--- config.mk ---
export PLATFORM = sky130hd
export DESIGN_NAME = serial_deser_flat
export DESIGN_NICKNAME = d
export VERILOG_FILES = /design/src/rtl/serial_deser_if.sv /design/src/rtl/serial_deser.sv /design/src/flat_wrapper.sv
export SDC_FILE = /design/constraint.sdc
export NUM_CORES = 1
export LEC_CHECK = 0
export CAP_MARGIN = 20
export CORE_MARGIN = 4
export CORE_UTILIZATION = 30
export CTS_BUF_LIST = sky130_fd_sc_hd__clkbuf_8 sky130_fd_sc_hd__clkbuf_16
export DETAILED_ROUTE_END_ITERATION = 10
export REMOVE_ABC_BUFFERS = 1
export SETUP_SLACK_MARGIN = 0.4
export SLEW_MARGIN = 20
export SYNTH_ARGS = -nofsm -noshare
export SYNTH_HDL_FRONTEND = slang
export SYNTH_SLANG_ARGS = --single-unit
--- constraint.sdc ---
create_clock -name clk -period 2.1 [get_ports clk]
set_input_delay 0.42 -clock clk [delete_from_list [all_inputs] [get_ports clk]]
set_output_delay 0.42 -clock clk [all_outputs]
set_load 0.01 [all_outputs]
--- src/rtl/serial_deser_if.sv ---
// Bundle of the 4-wire serial bus pins and the packet/status side of serial_deser.
// The master modport is the side that drives the pins and consumes packets.
interface serial_deser_if #(
  parameter int PACKET_WIDTH = 9
);
  logic                    sd;
  logic                    cs;
  logic                    sck;
  logic                    rs;
  logic                    valid;
  logic                    ready;
  logic [PACKET_WIDTH-1:0] data;
  logic                    overflow;
  logic                    frame_err;
  logic                    err_clr;
  logic                    busy;

  modport master (
    output sd, cs, sck, rs, ready, err_clr,
    input  valid, data, overflow, frame_err, busy
  );

  modport slave (
    input  sd, cs, sck, rs, ready, err_clr,
    output valid, data, overflow, frame_err, busy
  );
endinterface

--- src/rtl/serial_deser.sv ---
// Oversampling receiver for the LCD serial link: rebuilds {rs, word} packets
// from sd/cs/sck/rs and queues them in a small FIFO behind a valid/ready port.
module serial_deser #(
  parameter int WORD_WIDTH   = 8,
  parameter int PACKET_WIDTH = 9,
  parameter int SYNC_STAGES  = 2,
  parameter int FIFO_DEPTH   = 4
) (
  input logic          clk,
  input logic          rst,
  serial_deser_if.slave bus
);

  localparam int CNT_W = (WORD_WIDTH > 1) ? $clog2(WORD_WIDTH) : 1;
  localparam int AW    = (FIFO_DEPTH > 1) ? $clog2(FIFO_DEPTH) : 1;
  localparam logic [CNT_W-1:0] LAST_BIT = CNT_W'(WORD_WIDTH - 1);

  // Synchronizer chains; the *_s view is the last stage.
  logic [SYNC_STAGES-1:0] sd_sync, sck_sync, rs_sync, cs_sync;
  logic sd_s, sck_s, rs_s, cs_s;
  logic sd_d, sck_d, rs_d, cs_d;

  logic [WORD_WIDTH-1:0]   shift_reg;
  logic [CNT_W-1:0]        bit_cnt;
  logic                    frame_err_q;
  logic                    overflow_q;

  logic [PACKET_WIDTH-1:0] mem [FIFO_DEPTH];
  logic [AW:0]             wr_ptr, rd_ptr;

  logic fall, abort, push, pop, empty, full, wr_en, ovf_set;
  logic [PACKET_WIDTH-1:0] packet;

  assign sd_s  = sd_sync[SYNC_STAGES-1];
  assign sck_s = sck_sync[SYNC_STAGES-1];
  assign rs_s  = rs_sync[SYNC_STAGES-1];
  assign cs_s  = cs_sync[SYNC_STAGES-1];

  // cs flops reset to 1 so a held-low cs pin at reset release looks like a fresh select.
  always_ff @(posedge clk or negedge rst) begin
    if (!rst) begin
      sd_sync  <= '0;
      sck_sync <= '0;
      rs_sync  <= '0;
      cs_sync  <= '1;
      sd_d     <= 1'b0;
      sck_d    <= 1'b0;
      rs_d     <= 1'b0;
      cs_d     <= 1'b1;
    end else begin
      // NOTE: non-blocking assignments make every flop sample the pre-edge
      // value, which is what turns these lines into a shift chain.
      sd_sync  <= {sd_sync[SYNC_STAGES-2:0], bus.sd};
      sck_sync <= {sck_sync[SYNC_STAGES-2:0], bus.sck};
      rs_sync  <= {rs_sync[SYNC_STAGES-2:0], bus.rs};
      cs_sync  <= {cs_sync[SYNC_STAGES-2:0], bus.cs};
      sd_d     <= sd_s;
      sck_d    <= sck_s;
      rs_d     <= rs_s;
      cs_d     <= cs_s;
    end
  end

  // sd_d/rs_d still hold the value seen while sck was high, i.e. mid-bit.
  assign fall   = sck_d & ~sck_s & ~cs_s;
  assign abort  = cs_s & ~cs_d & (bit_cnt != '0);
  assign push   = fall & (bit_cnt == LAST_BIT);
  assign packet = {rs_d, shift_reg[WORD_WIDTH-2:0], sd_d};

  always_ff @(posedge clk or negedge rst) begin
    if (!rst) begin
      shift_reg   <= '0;
      bit_cnt     <= '0;
      frame_err_q <= 1'b0;
    end else begin
      frame_err_q <= abort;
      if (cs_s) begin
        bit_cnt <= '0;
        if (abort) shift_reg <= '0;
      end else if (fall) begin
        shift_reg <= {shift_reg[WORD_WIDTH-2:0], sd_d};
        bit_cnt   <= (bit_cnt == LAST_BIT) ? '0 : bit_cnt + 1'b1;
      end
    end
  end

  assign empty = (wr_ptr == rd_ptr);
  assign full  = (wr_ptr[AW-1:0] == rd_ptr[AW-1:0]) && (wr_ptr[AW] != rd_ptr[AW]);
  assign pop   = ~empty & bus.ready;

  // A push into a full FIFO survives only if the head leaves in the same cycle.
  always_comb begin
    // NOTE: defaults first so every path assigns both signals and no latch is inferred.
    wr_en   = 1'b0;
    ovf_set = 1'b0;
    if (push) begin
      if (!full || pop) wr_en   = 1'b1;
      else              ovf_set = 1'b1;
    end
  end

  always_ff @(posedge clk or negedge rst) begin
    if (!rst) begin
      wr_ptr     <= '0;
      rd_ptr     <= '0;
      overflow_q <= 1'b0;
      // NOTE: the storage is reset on purpose: the head is visible on data
      // and must read 0 out of reset; with only a few entries this is cheap.
      for (int i = 0; i < FIFO_DEPTH; i++) mem[i] <= '0;
    end else begin
      if (wr_en) begin
        mem[wr_ptr[AW-1:0]] <= packet;
        wr_ptr              <= wr_ptr + 1'b1;
      end
      if (pop) rd_ptr <= rd_ptr + 1'b1;
      if (ovf_set)          overflow_q <= 1'b1;
      else if (bus.err_clr) overflow_q <= 1'b0;
    end
  end

  assign bus.valid     = ~empty;
  assign bus.data      = mem[rd_ptr[AW-1:0]];
  assign bus.overflow  = overflow_q;
  assign bus.frame_err = frame_err_q;
  assign bus.busy      = ~cs_s | (bit_cnt != '0);

endmodule

--- src/flat_wrapper.sv ---
// flat-port wrapper written by rule: the top's interface ports become plain ports
module serial_deser_flat 
#(
  parameter int WORD_WIDTH   = 8,
  parameter int PACKET_WIDTH = 9,
  parameter int SYNC_STAGES  = 2,
  parameter int FIFO_DEPTH   = 4
)
  (clk, rst, bus_sd, bus_cs, bus_sck, bus_rs, bus_ready, bus_err_clr, bus_valid, bus_data, bus_overflow, bus_frame_err, bus_busy);
  serial_deser_if #(.PACKET_WIDTH(PACKET_WIDTH)) bus_i ();
  input logic clk;
  input logic rst;
  input wire logic [$bits(bus_i.sd)-1:0] bus_sd;
  input wire logic [$bits(bus_i.cs)-1:0] bus_cs;
  input wire logic [$bits(bus_i.sck)-1:0] bus_sck;
  input wire logic [$bits(bus_i.rs)-1:0] bus_rs;
  input wire logic [$bits(bus_i.ready)-1:0] bus_ready;
  input wire logic [$bits(bus_i.err_clr)-1:0] bus_err_clr;
  output wire logic [$bits(bus_i.valid)-1:0] bus_valid;
  output wire logic [$bits(bus_i.data)-1:0] bus_data;
  output wire logic [$bits(bus_i.overflow)-1:0] bus_overflow;
  output wire logic [$bits(bus_i.frame_err)-1:0] bus_frame_err;
  output wire logic [$bits(bus_i.busy)-1:0] bus_busy;
  assign bus_i.sd = bus_sd;
  assign bus_i.cs = bus_cs;
  assign bus_i.sck = bus_sck;
  assign bus_i.rs = bus_rs;
  assign bus_i.ready = bus_ready;
  assign bus_i.err_clr = bus_err_clr;
  assign bus_valid = bus_i.valid;
  assign bus_data = bus_i.data;
  assign bus_overflow = bus_i.overflow;
  assign bus_frame_err = bus_i.frame_err;
  assign bus_busy = bus_i.busy;
  serial_deser #(.WORD_WIDTH(WORD_WIDTH), .PACKET_WIDTH(PACKET_WIDTH), .SYNC_STAGES(SYNC_STAGES), .FIFO_DEPTH(FIFO_DEPTH)) u_core (.clk(clk), .rst(rst), .bus(bus_i));
endmodule
==> results.py, run 1 <==
metrics = {
    "drt": {
        "vias": 1708,
        "drt_iter0_drc": 50,
        "ant_nets": 0,
        "first_pass_iters": 5,
        "vias_per_cell": 4.74,
        "remaining_drc_errors": 0,
        "wl_um": 6280,
        "wl_per_cell_um": 17.5,
    },
    "synthesis": {
        "netlist_instances": 180,
        "synthesis.area_um2": 2790,
        "ys_seq_area_frac": 0.593,
        "netlist.area_leader.share": 0.565,
        "async_reset_ff_frac": 1.00,
        "synth_area_leader_cell": "dfrtp_1",
        "synthTopCellsByArea": "dfrtp_1, mux2_2, mux4_2",
        "synth_cell_types": 28,
        "synth_warnings": 0,
        "synth-edff-count": 0,
        "ys.flop_type": "dfrtp_1",
        "synth.avg_cell_area_um2": 15.5,
        "ys_ff_latch": 66,
    },
    "worst_setup_path": {
        "critPathLaunchType": "flip-flop",
        "crit_fanout": 5,
        "cp-end-kind": "output pin",
        "arrival_ns": 1.59,
        "crit_required_ns": 1.68,
        "crit_type": "reg -> out",
    },
    "clock_tree": {
        "cts_hold_buffers": 0,
        "htree_num_levels": 3,
        "cts_made_buffers": 9,
        "cts_tree": "done",
        "clk_pin_slew_ns": 0.08,
        "cts.sinks": 66,
        "clock_latency_ns": 0.34,
        "root_buffer": "clkbuf_8",
        "cts.path.max_buffers": 2,
    },
    "floorplanning": {
        "fp.dieW_um": 104,
        "initial_core_util": 0.314,
        "core_area_um2": 8890,
        "dieArea_um2": 10900,
        "pin_count": 21,
        "rows": 34,
        "die_h_um": 104,
    },
    "power_and_ir_drop": {
        "p_leak_nw": 2.06,
        "design_power_total_mw": 3.49,
        "irDropWorstVdd_uv": 406,
        "power_density_nw_per_um2": 838,
    },
    "sta": {
        "min_period_over_period": 0.958,
        "max_slew_margin": 0.754,
        "worst_pin_slew_ns": 0.370,
        "setup_violations": 0,
        "fin_skew_ns": 0.0165,
        "min_period_ns": 2.01,
        "rsz0062_at_grt": "yes",
        "finalSetupTns_ns": 0,
        "drv_slew": 0,
        "fmax_mhz": 497,
        "hold_viol_final": 0,
    },
    "place": {
        "routabilityCongestion": 0.649,
        "io_buffers": 20,
        "place_hpwl_um": 3250,
    },
    "global_route": {
        "grt_pass1_vias": 1857,
        "grt_first_pass_wirelength_um": 10000,
        "antenna_found_initial": 0,
        "gr-total-overflow": 0,
        "grt_max_degree": 67,
        "grt.total_usage": 0.120,
    },
    "hold_path": {
        "hp-class": "in -> async",
    },
    "final_layout": {
        "mostFrequentLayoutCells": "dfrtp_1, mux2_4, buf_6, buf_4, clkbuf_8",
        "layout.nets": 264,
        "n_antenna_cell": 0,
        "final_common_cell": "dfrtp_1",
        "fill_cells": 757,
        "drive_gt1_frac": 0.552,
        "syn2layout_area_growth_pct": 48.9,
        "largest_reg_flops": 36,
    },
    "job": {
        "cap_violations": 0,
    },
    "outcome": {
        "run_status": "completed",
    },
}
-- synthesized netlist by cell type, drive strengths merged (3+ instances only) --
cell / count
dfrtp: 63
mux2: 38
mux4: 9
nor3b: 9
ha: 8
a21o: 7
inv: 5
nand2: 5
nor2: 5
xnor2: 5
nand3: 4
clkbuf: 3
dfstp: 3
-- cells by family (layout without fill, tap and decap cells) --
logic type	count (synthesis)	in the layout	share of synthesized area
flip-flops	66	66	0.593
multiplexers	49	49	0.233
AND/OR/NAND/NOR	31	33	0.0793
AO/OA/AOI/OAI	11	11	0.0273
buffers and inverters	9	79	0.0125
adder cells (fa/ha/maj)	8	8	0.0359
XOR/XNOR	6	6	0.0188
-- stage by stage --
stage | std cells | util | setup WS (ns) | hold slack (ns) | instance area (um2)
after CTS | 353 | 0.441 | 0.0250 | 0.0927 | 3920
after detailed placement | 316 | 0.365 | 0.0711 | 0.337 | 3250
after global placement | 316 | 0.365 | 0.104 | 0.333 | 3250
after floorplan | 176 | - | 0.257 | 0.124 | 2780
after global routing | 360 | 0.468 | 0.0157 | 0.0986 | 4160
final | 360 | 0.468 | 0.0884 | 0.0888 | 4160
-- critical path: stages (launching register included) --
cell and delay, ns:
dfrtp_2 0.43, clkbuf_16 0.17, mux4_2 0.50, buf_6 0.14
-- final timing paths --
kind / startpoint / end / slack, ns / cells after the start
max: u_core.rd_ptr[0]$_DFFE_PN0P_ / bus_data[0] / 0.09 / 3
min: rst / u_core.rs_d$_DFF_PN0_ / 0.09 / 2
max reg2reg: u_core.rd_ptr[0]$_DFFE_PN0P_ / u_core.mem[31]$_DFFE_PN0P_ / 0.15 / 8
min reg2reg: u_core.sd_sync[1]$_DFF_PN0_ / u_core.sd_d$_DFF_PN0_ / 0.34 / 0
max in group asynchronous: rst / u_core.cs_sync[0]$_DFF_PN1_ / 1.68 / 2
min in group clk: u_core.sd_sync[1]$_DFF_PN0_ / u_core.sd_d$_DFF_PN0_ / 0.34 / 0
-- where the power goes --
part	total (mW)	internal (mW)	leakage [nW]	switching, mW
Clock	1.30	0.813	0.118	0.483
Combinational	0.762	0.441	1.06	0.320
Sequential	1.43	1.34	0.881	0.0886
Total	3.49	2.59	2.06	0.892
-- routing by layer --
layer / wire, um / up-vias / track usage
met1: 2660 / 887 / 0.152
met2: 3290 / 32 / 0.191
li1: - / 781 / -
met5: 0 / - / 0
met3: 257 / 8 / 0.0360
met4: 83 / 0 / 0.0456
-- layout make-up --
type,instances,area [um2],share of cell area
repair buffers,59,698,0.168
multi-input cells,107,1400,0.337
inverters,5,21.3,0.00512
well taps,108,135,0.0325
clock buffers,10,138,0.0331
flip-flops and latches,66,1660,0.399
clock inverters,5,103,0.0247
-- what timing repair did --
| item | in CTS | in global routing |
|---|---|---|
| setup buffers | 17 | 7 |
| endpoints found under the setup margin | 48 | 57 |
| gates resized for setup | 99 | 38 |
| gates cloned | 5 | 0 |
| pin swaps | 8 | 8 |
Power figures use the tool's default switching activity.
==> run 2, diff against run 1 <==
- SETUP_SLACK_MARGIN: 0.4 -> 0.02
==> run 2 against run 1 <==
  * Critical endpoint is now bus_data[5]
  * Core utilization down 6.8 points
  * Fmax down 0.92%
  * Wire length down 18%
  * Sequential cell count unchanged
  * Sequential share of layout area up 6.7 points
  * Largest power group unchanged
  * Design area down 14%
==> results.py, run 2 (same netlist as run 1, synthesis figures left out) <==
metrics = {
    "outcome": {
        "run_status": "completed",
    },
    "power_and_ir_drop": {
        "irDropWorstVdd_uv": 407,
        "switchingPower_mw": 0.822,
        "swShare": 0.245,
        "p_seq_frac": 0.423,
        "p_leak_nw": 1.74,
        "intPower_mw": 2.54,
        "power_density_nw_per_um2": 945,
        "pwr-share-comb": 0.195,
        "clkPwrFrac": 0.382,
    },
    "final_layout": {
        "largest_reg_flops": 36,
        "syn2layout_area_growth_pct": 27.4,
        "layout.nets": 238,
        "final_common_cell": "dfrtp_1",
        "n_antenna_cell": 0,
        "mostFrequentLayoutCells": "dfrtp_1, mux2_2, clkbuf_8, mux4_2, buf_4",
        "drive_gt1_frac": 0.447,
        "finalInstanceArea_um2": 3560,
    },
    "floorplanning": {
        "rows": 34,
        "pin_count": 21,
        "initial_core_util": 0.314,
        "die_h_um": 104,
        "core_area_um2": 8890,
        "fp.dieW_um": 104,
        "dieArea_um2": 10900,
    },
    "drt": {
        "ant_nets": 0,
        "wl_per_cell_um": 15.4,
        "wl_um": 5130,
        "vias": 1563,
        "remaining_drc_errors": 0,
        "first_pass_iters": 4,
        "drt_iter0_drc": 59,
        "vias_per_cell": 4.68,
    },
    "sta": {
        "holdWs_ns": 0.0941,
        "min_period_over_period": 0.967,
        "drv_slew": 0,
        "worst_pin_slew_ns": 0.462,
        "max_slew_margin": 0.691,
        "fmax_mhz": 493,
        "hold_viol_final": 0,
        "finalSetupTns_ns": 0,
        "fin_skew_ns": 0.0129,
        "worst_slack_ns": 0.0698,
        "setup_violations": 0,
        "rsz0062_at_grt": "yes",
        "min_period_ns": 2.03,
    },
    "global_route": {
        "grt_pass1_vias": 1690,
        "antenna_found_initial": 0,
        "grt.total_usage": 0.104,
        "grt_first_pass_wirelength_um": 8830,
        "grt_max_degree": 67,
        "gr-total-overflow": 0,
    },
    "clock_tree": {
        "root_buffer": "clkbuf_8",
        "cts_hold_buffers": 0,
        "cts.path.max_buffers": 2,
        "cts.sinks": 66,
        "cts_made_buffers": 9,
        "htree_num_levels": 3,
        "cts_tree": "done",
        "clock_latency_ns": 0.34,
        "clk_pin_slew_ns": 0.08,
    },
    "worst_setup_path": {
        "crit_required_ns": 1.68,
        "critPathLaunchType": "flip-flop",
        "crit_type": "reg -> out",
        "arrival_ns": 1.61,
        "crit_fanout": 5,
        "worstSetupStartpoint": "u_core.rd_ptr[0]$_DFFE_PN0P_",
        "ff2ff_path_depth": 7,
        "r2r_start": "u_core.bit_cnt[0]$_DFFE_PN0P_",
        "cp-end-kind": "output pin",
    },
    "place": {
        "place_ws_ns": 0.0711,
        "dpl_cell_area_um2": 3250,
        "io_buffers": 20,
        "place_hpwl_um": 3250,
        "routabilityCongestion": 0.649,
    },
    "job": {
        "cap_violations": 0,
    },
    "hold_path": {
        "hp-class": "in -> async",
    },
}
-- run 2: cell types whose count changed in the layout (fill, tap and decap cells not counted), sizes merged --
cell,before,now
buf,50,26
clkbuf,11,10
dlygate4sd2,0,1
nand3,6,4
-- run 2: cell type report --
type	instances	area [um2]
Fill cell	819	5340
Sequential cell	66	1660
Multi-Input combinational cell	105	1140
Timing Repair Buffer	35	368
Clock buffer	10	138
Tap cell	108	135
Clock inverter	5	103
Inverter	5	18.8
-- run 2: per-layer routing --
metal  global-route usage  part of all wire  up-vias
met1                0.135              0.47      802
met4               0.0427             0.011        0
met5                    0                 0        -
met3               0.0354             0.034        6
li1                     -                 -      732
met2                0.160              0.48       23
-- run 2: what timing repair did --
| item | 4_1_cts | 5_1_grt |
|---|---|---|
| gates resized for setup | 45 | 10 |
| cloned | 1 | 0 |
| endpoints found under the setup margin | 11 | 24 |
| buffers inserted | 2 | 0 |
-- run 2: worst paths after layout --
kind | to | slack, ns
setup / recovery | bus_data[5] | 0.07
max in group asynchronous | u_core.cs_sync[1]$_DFF_PN1_ | 1.67
hold / removal | u_core.rs_d$_DFF_PN0_ | 0.09
min in group clk | u_core.sd_d$_DFF_PN0_ | 0.34
hold reg to reg | u_core.sd_d$_DFF_PN0_ | 0.34
setup reg to reg | u_core.mem[4]$_DFFE_PN0P_ | 0.11
-- run 2: power by group through the flow --
stage | Clock, mW | Combinational (mW) | Sequential [mW]
CTS | 1.32 | 0.626 | 1.42
global placement | 0 | 0.543 | 1.43
finish | 1.28 | 0.655 | 1.42
detailed placement | 0 | 0.552 | 1.43
global route | 1.38 | 0.718 | 1.43
floorplan | 0 | 0.226 | 1.47
-- run 2: worst max-delay path, cell delays in order, from the launching register on --
cell,delay [ns]
dfrtp_2,0.45
buf_12,0.15
mux4_2,0.52
buf_6,0.14
-- run 2: per-stage QoR --
stage                     power, mW  utilization  std cells
after CTS                      3.37        0.392        334
after global routing           3.53        0.400        334
after floorplan                1.70            -        176
after detailed placement       1.98        0.365        316
after global placement         1.97        0.365        316
final                          3.36        0.400        334
==> variant 1, RTL diff (flow settings as in run 1) <==
`FIFO_DEPTH` is set to 4 in 2 places; all go to 8.
--- a/src/rtl/serial_deser.sv
+++ b/src/rtl/serial_deser.sv
@@ -6,3 +6,3 @@
   parameter int SYNC_STAGES  = 2,
-  parameter int FIFO_DEPTH   = 4
+  parameter int FIFO_DEPTH   = 8
 ) (
--- a/src/flat_wrapper.sv
+++ b/src/flat_wrapper.sv
@@ -6,3 +6,3 @@
   parameter int SYNC_STAGES  = 2,
-  parameter int FIFO_DEPTH   = 4
+  parameter int FIFO_DEPTH   = 8
 )
Function: same outputs for any inputs over 10 cycles, from zero or initial values and one cycle with rst low; that may be too few to reach the edited logic, so the function may still have changed.
==> variant 1 against run 1 <==
- the run now ends with negative setup slack left
- power increased by 82%
- cell area increased by 60%
- count of clock-buffer cells in the layout decreased by 1
- synthesized cell count increased by 86%
- synthesized area increased by 66%
- non-clock buffer count increased by 30
- global-route usage increased by 4.6 points
- fmax decreased by 16%
- final cell count increased by 69%
- worst setup slack got worse by 0.37 ns
- critical endpoint is now bus_data[4]
- routed wire length increased by 120%
- critical path type unchanged
- highest routed layer unchanged
- sequential share of layout area decreased by 0.85 points
- sequential cell count increased by 38
==> variant 1: results (changes against run 1) <==
nets: 429  # +63%
ir_drop_uv: 452.4  # +11%
setup_viol: 79  # +79
whs_ns: 0.03415  # -0.05464 ns
critPathCapture: "bus_data[4]"
vias: 3399  # +99%
gp_routability_congestion: 0.8003  # +23%
synth.top_cells.by_area: "dfrtp_1 54%, mux4_2 8.7%, o2bb2ai_1 6.6%"
crit_fanout: 7  # +2
r2r_setup_slack_ns: -0.21  # -0.36 ns
reg2regPathDepth: 9  # +1
setup_tns_ns: -9.629  # -9.629 ns
final_layout_size_suffix_gt1_share_pct: 49.41  # -5.8 points
grt_usage_pct: 16.56  # +4.6 points
clk_latency_ns: 0.36  # +0.02 ns
status: "complete, but fails checks"
clock_skew_ns: 0.01044  # -0.006096 ns
sw_frac_of_total_pct: 29.74  # +4.1 points
dp_hpwl_um: 8373  # +160%
wl_met2_um: 7190  # +120%
grt_max_degree: 39  # -42%
clockRootBuffer: "clkbuf_16"
drtPass1Iterations: 4  # -1
violations: "negative setup slack"
reg2reg_to: "u_core.mem[0]"
worstPathArrival_ns: 1.96  # +0.37 ns
ys_top_cells_by_count: "101 x dfrtp_1, 35 x o2bb2ai_1, 18 x mux4_2, 14 x a22o_1, 14 x nand2_1"
routedWlPerCell_um: 23.12  # +32%
place_area_um2: 5418  # +67%
combPwrFrac_pct: 36.2  # +14 points
worst_slew_pin_slew_ns: 0.6566  # +0.2870 ns
setup_ws_ns: -0.2807  # -0.3691 ns
hold_path_class: "in -> async"
synth.distinct_cells: 43  # +54%
power_mw: 6.329  # +82%
synth_warnings: 0  # unchanged
highest_layer: "met4"
fill_cells: 1361  # +80%
dp_slack_ns: -0.1810  # -0.2521 ns
seq-power_mw: 2.16  # +51%
syn_inst: 335  # +86%
dr.first_iter.drc_count: 290  # +480%
largest_reg_flops: 72  # +100%
seq_area_frac_synth_pct: 56.18  # -3.1 points
dpl.cell_count: 569  # +80%
p_leak_nw: 2.814  # +37%
wirelength_met1_um: 5704  # +110%
grt_pass1_vias: 3667  # +97%
wl_met3_um: 711  # +180%
grt_first_pass_wirelength_um: 22270  # +120%
finalNonFillerCells: 609  # +69%
variant 1: area by class of cell:
cell class                      instances  area [µm²]  area share, %
Clock inverter                          7       103.9          1.557
Inverter                                5       21.27         0.3188
Multi-Input combinational cell        207        2507          37.58
Tap cell                              188       235.2          3.526
Clock buffer                            9       225.2          3.376
Timing Repair Buffer                   89       970.9          14.55
Sequential cell                       104        2608          39.08
variant 1: logic make-up after synthesis:
| family | after synthesis | share of synthesized area [%] |
|---|---|---|
| flops | 104 | 56.18 |
| compound gates | 97 | 18.15 |
| xor+xnor | 10 | 1.888 |
| simple gates | 58 | 7.174 |
| fa+ha+maj | 5 | 1.348 |
| mux | 35 | 12.81 |
| buf+inv | 26 | 2.454 |
variant 1: layer usage:
metal  vias up  global-route usage, %
li1       1482                      -
met1      1788                  21.12
met2       101                  27.08
met3        28                  4.542
met4         0                  6.005
met5         -                      0
variant 1: repair_timing:
action,in CTS,in global routing
gates resized for setup,181,17
cloned,5,0
pin swaps,38,13
setup buffers,15,4
setup endpoints to repair,92,97
==> variant 2, RTL diff (config.mk and constraints of run 1) <==
Made on the original files. Reset style: synchronous (`rst`), changed in 3 clocked blocks.
--- a/src/rtl/serial_deser.sv
+++ b/src/rtl/serial_deser.sv
@@ -39,3 +39,3 @@
   // cs flops reset to 1 so a held-low cs pin at reset release looks like a fresh select.
-  always_ff @(posedge clk or negedge rst) begin
+  always_ff @(posedge clk) begin
     if (!rst) begin
@@ -69,3 +69,3 @@
 
-  always_ff @(posedge clk or negedge rst) begin
+  always_ff @(posedge clk) begin
     if (!rst) begin
@@ -101,3 +101,3 @@
 
-  always_ff @(posedge clk or negedge rst) begin
+  always_ff @(posedge clk) begin
     if (!rst) begin
Function: differs if rst is asserted again (counterexample within 4 cycles, from zero or initial values and one cycle with rst low); with rst held inactive, the same outputs for 10 cycles.
==> variant 2 against run 1 <==
- count of clock-buffer cells in the layout rose by 2
- core utilization is 2.2 points lower
- non-clock buffer count is 3 higher
- worst setup slack better by 0.033 ns
- routed wire length shrank 4.5%
- cell area shrank 1.4%
- register-to-register slack got worse by 0.03 ns
- worst hold slack better by 0.33 ns
- synthesized area grew 1.1%
- die area grew 1.0%
- via count rose by 7.8%
- sequential cell count increased by 2
- highest routed layer unchanged
Power is not compared: it rests on default switching activity, and its combinational part moved more than twofold at a synthesized area within 25%.
==> variant 2: results (changes against run 1) <==
status: "finished, final reports clean"
clk_latency_ns: 0.34  # about the same
p_leak_nw: 1.437
hold_path_class: "reg -> reg"
synth-async-reset-ratio_pct: 0  # -100 points
seq_area_frac_synth_pct: 60.99  # +1.7 points
vias_per_cell: 4.546  # -4.2%
use_met3_pct: 2.718  # -0.88 points
dpl.cell_count: 366  # +16%
grt_usage_pct: 11.33  # -0.63 points
clockRootBuffer: "clkbuf_8"
nets: 302  # +14%
synth.top_cells.by_area: "edfxtp_1 38%, dfxtp_1 23%, mux4_2 7.2%"
grtUsageMet2_pct: 19.75  # +0.61 points
dr.first_iter.drc_count: 102  # +100%
fill_cells: 830  # +9.6%
drv_cap: 0  # unchanged
drt-total-wl_um: 6004  # -4.5%
sw_frac_of_total_pct: 21.62
grt_max_degree: 20  # -70%
clock_skew_ns: 0.01081  # -0.005724 ns
finalNonFillerCells: 405  # +13%
crit_fanout: 4  # -1
antenna_found_initial: 0  # unchanged
gp_routability_congestion: 0.7199  # +11%
syn_inst: 228  # +27%
synth_warnings: 0  # unchanged
grtUsageMet1_pct: 13.14  # -2.1 points
dp_hpwl_um: 3565  # +9.8%
clk_path_buf_depth: 2  # unchanged
synth.distinct_cells: 34  # +21%
ys_top_cells_by_count: "36 x edfxtp_1, 32 x dfxtp_1, 32 x nor2_1, 19 x nand2_1, 13 x and2_1"
drtPass1Iterations: 4  # -1
grt_first_pass_wirelength_um: 9618  # -4.1%
worst_slew_pin_slew_ns: 0.5019  # +0.1324 ns
final_layout_size_suffix_gt1_share_pct: 45.92  # -9.2 points
synth-edff-count: 36  # +36
worstPathArrival_ns: 2.04  # +0.45 ns
grt_pass1_vias: 1925  # +3.7%
## variant 2: cell families (layout without fill, tap and decap cells)
kind of cell	count (synthesis)	after routing	share of synthesized area (%)
AO/OA/AOI/OAI	18	18	4.566
XOR/XNOR	7	7	2.704
adder cells (fa/ha/maj)	5	5	2.216
buffers and inverters	17	83	2.925
flip-flops	68	68	60.99
multiplexers	11	11	7.890
AND/OR/NAND/NOR	102	102	18.71
## variant 2: power groups by stage
stage	combinational [mW]	sequential [mW]	clock, mW
detailed placement	0.121	1.48	0
global placement	0.120	1.48	0
CTS	0.132	1.45	1.09
global route	0.154	1.45	1.14
finish	0.144	1.45	1.07
floorplan	0.0431	1.48	0
## variant 2: final timing paths
kind                      from                end  slack (ns)  cells after the start
max          u_core.bit_cnt[0]   u_core.mem[2][3]        0.12                      7
min          u_core.cs_sync[0]  u_core.cs_sync[1]        0.42                      1
max reg2reg  u_core.bit_cnt[0]   u_core.mem[2][3]        0.12                      7
min reg2reg  u_core.cs_sync[0]  u_core.cs_sync[1]        0.42                      1
## variant 2: final cells by class
cell class / count / area (µm²) / share of cell area [%]
clock inverter: 4 / 28.78 / 0.7016
timing repair buffer: 62 / 732.0 / 17.85
clock buffer: 12 / 176.4 / 4.301
tap: 111 / 138.9 / 3.386
sequential: 68 / 1737 / 42.34
inverter: 5 / 18.77 / 0.4576
multi-input combinational: 143 / 1270 / 30.96
## variant 2: metal layers
metal | wire length (µm) | share of wire, %
met2 | 3079 | 51
met5 | 0 | 0
met3 | 191 | 3.2
met1 | 2635 | 44
met4 | 99 | 1.6
## variant 2: what timing repair did
item,in CTS,in global routing
endpoints found under the setup margin,75,87
cloned,4,1
pin swaps,6,10
resized for setup,93,61
buffers inserted,14,4
## variant 2: critical path, stage by stage (launching register included)
cell and delay, ns:
dfxtp_2 0.36, ha_4 0.15, ha_4 0.12, and4bb_2 0.28, o41ai_4 0.12, or3b_4 0.43, nand2_4 0.12, clkbuf_16 0.14
## variant 2: metrics by stage
stage	area (µm²)	utilization, %	worst slack, ns
2_1_floorplan	2759	-	-0.1998
6_report	4101	44.60	0.1213
3_3_place_gp	3291	35.78	-0.009766
4_1_cts	3801	41.33	0.1220
3_5_place_dp	3291	35.78	-0.05131
5_1_grt	4101	44.60	0.06999
